<file path="config.mk">
export PLATFORM = sky130hd
export DESIGN_NAME = pm_bus_dma
export DESIGN_NICKNAME = d
export VERILOG_FILES = /design/src/rtl/pm_bus_dma.sv
export SDC_FILE = /design/constraint.sdc
export NUM_CORES = 1
export LEC_CHECK = 0
export ABC_CLOCK_PERIOD_IN_PS = 2000
export CORE_UTILIZATION = 46
export CTS_CLUSTER_DIAMETER = 40
export DETAILED_ROUTE_END_ITERATION = 6
export PLACE_DENSITY = 0.78
export SLEW_MARGIN = 20
export SYNTH_ARGS = -nofsm -noshare
export SYNTH_HDL_FRONTEND = slang
export SYNTH_SLANG_ARGS = --single-unit
export TNS_END_PERCENT = 10
</file>
<file path="constraint.sdc">
create_clock -name clk -period 2 [get_ports clk]
set_input_delay 0.4 -clock clk [delete_from_list [all_inputs] [get_ports clk]]
set_output_delay 0.4 -clock clk [all_outputs]
set_load 0.05 [all_outputs]
</file>
<file path="src/rtl/pm_bus_dma.sv">
// Word-copy bus master: reads len words from src, writes them to dst, one transaction at a time.
// Define PM_BUS_DMA_ERR_ABORT_EN to abort a copy on a bus error response.
module pm_bus_dma #(
    parameter int LEN_W = 16
) (
    input  logic             clk,
    input  logic             rst,
    input  logic             start,
    input  logic [31:0]      src_addr,
    input  logic [31:0]      dst_addr,
    input  logic [LEN_W-1:0] len,
    input  logic             src_inc,
    input  logic             dst_inc,
    output logic             busy,
    output logic             done,
    output logic             error,
    output logic             req,
    input  logic             gnt,
    input  logic             rvalid,
    output logic             we,
    output logic [3:0]       be,
    output logic [31:0]      addr,
    output logic [31:0]      wdata,
    input  logic [31:0]      rdata,
    input  logic             err
);

    typedef enum logic [2:0] {
        IDLE, RD_REQ, RD_WAIT, WR_REQ, WR_WAIT, FIN
    } state_t;

    state_t           state, state_n;
    logic [31:0]      src, src_n, src_nx;
    logic [31:0]      dst, dst_n, dst_nx;
    logic [LEN_W-1:0] cnt, cnt_n;
    logic             sinc, sinc_n;
    logic             dinc, dinc_n;
    logic             req_n, we_n, busy_n, done_n, error_n;
    logic [31:0]      addr_n, wdata_n;
    logic             abort;
    logic             unused;

    assign be     = 4'b1111;
    assign unused = ^{err, src_addr[1:0], dst_addr[1:0]};

`ifdef PM_BUS_DMA_ERR_ABORT_EN
    assign abort = rvalid & err;
`else
    assign abort = 1'b0;
`endif

    assign src_nx = sinc ? src + 32'd4 : src;
    assign dst_nx = dinc ? dst + 32'd4 : dst;

    always_comb begin
        state_n = state;
        src_n   = src;
        dst_n   = dst;
        cnt_n   = cnt;
        sinc_n  = sinc;
        dinc_n  = dinc;
        req_n   = req;
        we_n    = we;
        addr_n  = addr;
        wdata_n = wdata;
        busy_n  = busy;
        done_n  = 1'b0;
        error_n = error;
        unique case (state)
            IDLE: begin
                if (start) begin
                    src_n   = {src_addr[31:2], 2'b00};
                    dst_n   = {dst_addr[31:2], 2'b00};
                    cnt_n   = len;
                    sinc_n  = src_inc;
                    dinc_n  = dst_inc;
                    busy_n  = 1'b1;
                    error_n = 1'b0;
                    if (len == '0) begin
                        state_n = FIN;
                    end else begin
                        state_n = RD_REQ;
                        req_n   = 1'b1;
                        we_n    = 1'b0;
                        addr_n  = {src_addr[31:2], 2'b00};
                    end
                end
            end
            RD_REQ: begin
                if (gnt) begin
                    state_n = RD_WAIT;
                    req_n   = 1'b0;
                end
            end
            RD_WAIT: begin
                if (rvalid) begin
                    if (abort) begin
                        state_n = FIN;
                        error_n = 1'b1;
                    end else begin
                        state_n = WR_REQ;
                        wdata_n = rdata;
                        req_n   = 1'b1;
                        we_n    = 1'b1;
                        addr_n  = dst;
                    end
                end
            end
            WR_REQ: begin
                if (gnt) begin
                    state_n = WR_WAIT;
                    req_n   = 1'b0;
                    we_n    = 1'b0;
                end
            end
            WR_WAIT: begin
                if (rvalid) begin
                    if (abort) begin
                        state_n = FIN;
                        error_n = 1'b1;
                    end else begin
                        cnt_n = cnt - LEN_W'(1);
                        src_n = src_nx;
                        dst_n = dst_nx;
                        if (cnt == LEN_W'(1)) begin
                            state_n = FIN;
                        end else begin
                            state_n = RD_REQ;
                            req_n   = 1'b1;
                            we_n    = 1'b0;
                            addr_n  = src_nx;
                        end
                    end
                end
            end
            FIN: begin
                state_n = IDLE;
                done_n  = 1'b1;
                busy_n  = 1'b0;
            end
            default: state_n = IDLE;
        endcase
    end

    always_ff @(posedge clk) begin
        if (rst) begin
            state <= IDLE;
            src   <= '0;
            dst   <= '0;
            cnt   <= '0;
            sinc  <= 1'b0;
            dinc  <= 1'b0;
            req   <= 1'b0;
            we    <= 1'b0;
            addr  <= '0;
            wdata <= '0;
            busy  <= 1'b0;
            done  <= 1'b0;
            error <= 1'b0;
        end else begin
            state <= state_n;
            src   <= src_n;
            dst   <= dst_n;
            cnt   <= cnt_n;
            sinc  <= sinc_n;
            dinc  <= dinc_n;
            req   <= req_n;
            we    <= we_n;
            addr  <= addr_n;
            wdata <= wdata_n;
            busy  <= busy_n;
            done  <= done_n;
            error <= error_n;
        end
    end

endmodule

</file>
==> flow_metrics.py <==
metrics = {
    "floorplanning": {
        "num_io_pins": 193,
        "row_count": 48,
        "start_util": 0.472,
        "die_h_um": 135,
        "die_w_um": 135,
        "core_area_sq_um": 17300,
        "dieArea_sq_um": 18300,
    },
    "logic_synthesis": {
        "ys_seq_area_frac": 0.363,
        "syn-cell-area_sq_um": 8160,
        "synthFlopType": "dfxtp_1",
        "ys_types": 69,
        "synth.top_cell.area_share": 0.363,
        "netlist_instances": 1081,
        "synth.area.top_cells": "dfxtp_1 36%, a21oi_1 8.3%, nand2_1 7.1%",
        "synth_edf_count": 0,
        "synth_warnings": 0,
        "ys_ff_latch": 148,
        "async_flop_share": 0,
        "synth_largest_area_cell": "dfxtp_1",
        "avgSynthCellArea_sq_um": 7.55,
    },
    "layout": {
        "drive_gt1_frac": 0.202,
        "final_area_sq_um": 12300,
        "num-fill-cells": 1297,
        "synthToLayoutAreaGrowth_pct": 50.9,
        "nets": 1476,
        "diodes": 0,
        "final_common_cell": "nand2_1",
        "layout.cells.non_filler": 1590,
        "utilization": 0.712,
        "final_cell_mix": "154 x nand2_1, 153 x buf_4, 136 x dfxtp_1, 127 x a21oi_1, 118 x clkdlybuf4s50_1",
    },
    "drt": {
        "ant_nets": 0,
        "routedWlPerCell_um": 18.5,
        "drtPass1Iterations": 7,
        "drc": 15,
        "totalWireLength_mm": 29.4,
        "vias_per_cell": 6.17,
        "vias": 9817,
        "first_iter_violations": 1226,
    },
    "power_and_ir_drop": {
        "power_switching_mw": 3.11,
        "seqPwrFrac": 0.369,
        "power_leakage_nw": 5.39,
        "ir_worst_vdd_v": 0.000628,
        "internal-power_mw": 6.24,
        "switching_share": 0.333,
        "combinationalPowerShare": 0.281,
        "power_density_nw_per_um2": 759,
        "pwr-share-clk": 0.350,
        "finalPower_mw": 9.35,
    },
    "timing": {
        "hold_viol_final": 0,
        "fin_setup_tns_ns": -0.00849,
        "rsz0062_at_grt": "yes",
        "setup_viol": 2,
        "fmax_ghz": 0.499,
        "min_period_over_period": 1.00,
        "tightestPinTransition_ns": 0.640,
        "final-max-slew-violation-count": 0,
        "layout_setup_ws_ns": -0.00474,
        "skew_ns": 0.00950,
        "hold_ws_ns": 0.412,
        "fin_crit_ns": 2.00,
        "relSlewSlack": 0.573,
    },
    "place": {
        "portBuffers": 182,
        "routabilityCongestion": 0.935,
        "dp.cells": 1550,
        "pre_cts_slack_ns": -0.263,
        "place_area_sq_um": 11300,
        "place_hpwl_mm": 19.6,
    },
    "hold_path": {
        "hold_start": "rst",
        "whs_endpoint": "dst[31]",
        "whs_path_depth": 4,
        "hold_class": "input port to register",
    },
    "setup_path": {
        "critPathKind": "register to register",
        "ff2ff_setup_slack_ns": -0.005,
        "crit_path_start_kind": "register",
        "reg2regPathDepth": 8,
        "required_ns": 2.30,
        "path_max_fanout": 30,
        "crit_arrival_ns": 2.30,
        "r2r_start": "state[1]",
        "r2r_end": "addr[13]",
        "crit_path_start": "state[1]",
        "crit_path_end_kind": "register",
    },
    "grt": {
        "grt_pass1_wl_mm": 45.3,
        "antenna_found_initial": 0,
        "grt_max_degree": 86,
        "grt_pass1_vias": 9065,
        "grt.overflow.total": 0,
        "grt_use_total": 0.312,
    },
    "clock_tree": {
        "clock_latency_ns": 0.43,
        "cts_made_buffers": 17,
        "clk_pin_slew_ns": 0.07,
        "cts_hold_buffers": 0,
        "cts.sinks": 148,
        "cts_max_path_buffers": 2,
        "htreeDepth": 4,
        "cts_tree": "done",
        "root_buffer": "clkbuf_16",
    },
    "status": {
        "status": "finished, violations left",
        "violations": "design-rule violations, negative setup slack",
    },
    "run": {
        "max_cap_violations": 0,
    },
}
flip-flops by register name, summed over array words and instances (netlist names):
name,count
dst,30
cnt,16
wdata,32
addr,31
state,3
we,1
sinc,1
dinc,1
req,1
done,1
src,30
busy,1
critical path, stage by stage (launching register included):
cell	delay [ns]
dfxtp_2	0.35
buf_12	0.15
nor3b_4	0.25
nand4_1	0.29
buf_4	0.24
a2bb2oi_2	0.17
buf_12	0.18
a21oi_1	0.15
a211oi_1	0.07
worst max-delay path by stage:
stage / end / cells past startpoint
3_3_place_gp: addr[27] / 7
6_report: addr[13] / 8
5_1_grt: addr[15] / 6
3_5_place_dp: addr[27] / 7
2_1_floorplan: dst[26] / 7
4_1_cts: addr[27] / 6
synth_stat cells, types with 15 or more instances:
library cell	number
a211oi_1	45
a21oi_1	136
a22oi_1	17
a311oi_1	23
clkbuf_1	75
dfxtp_1	148
inv_1	15
nand2_1	155
nand3_1	34
nand4_1	15
nor2_1	71
nor3_1	25
nor4_1	23
o21ai_0	62
o22ai_1	17
power by group through the flow:
stage                     Combinational, mW  Clock (mW)  Sequential [mW]
after global placement                 2.50           0             3.49
after detailed placement               2.54           0             3.49
after global routing                   2.81        3.40             3.49
after floorplan                        1.01           0             3.87
final                                  2.62        3.27             3.45
after CTS                              2.56        3.28             3.44
cell type report:
cell class,count,area (sq um),share of cell area
clock inverters,14,155,0.0126
repair buffers,354,3470,0.282
clock buffers,18,439,0.0356
multi-input cells,816,4940,0.401
flip-flops and latches,148,2980,0.242
inverters,15,56.3,0.00457
well taps,225,282,0.0228
logic make-up after synthesis:
kind of cell    synth area share
compound gates             0.313
xor+xnor                  0.0139
fa+ha+maj                0.00613
buf+inv                   0.0633
flops                      0.363
mux                      0.00276
other cells             0.000920
simple gates               0.237
what timing repair did:
action,in CTS,in global routing
setup buffers,0,7
gates cloned,0,1
pin swaps,1,19
setup endpoints to repair,19,112
hold endpoints to repair,0,0
resized for setup,18,103
metal layers:
metal | track usage | vias up | share of wire
met3 | 0.0793 | 88 | 0.096
met1 | 0.414 | 4606 | 0.42
met5 | 0 | - | 0
met4 | 0.147 | 0 | 0.030
li1 | - | 4575 | -
met2 | 0.473 | 548 | 0.46
Note: power is estimated with default switching activity, not from simulation.
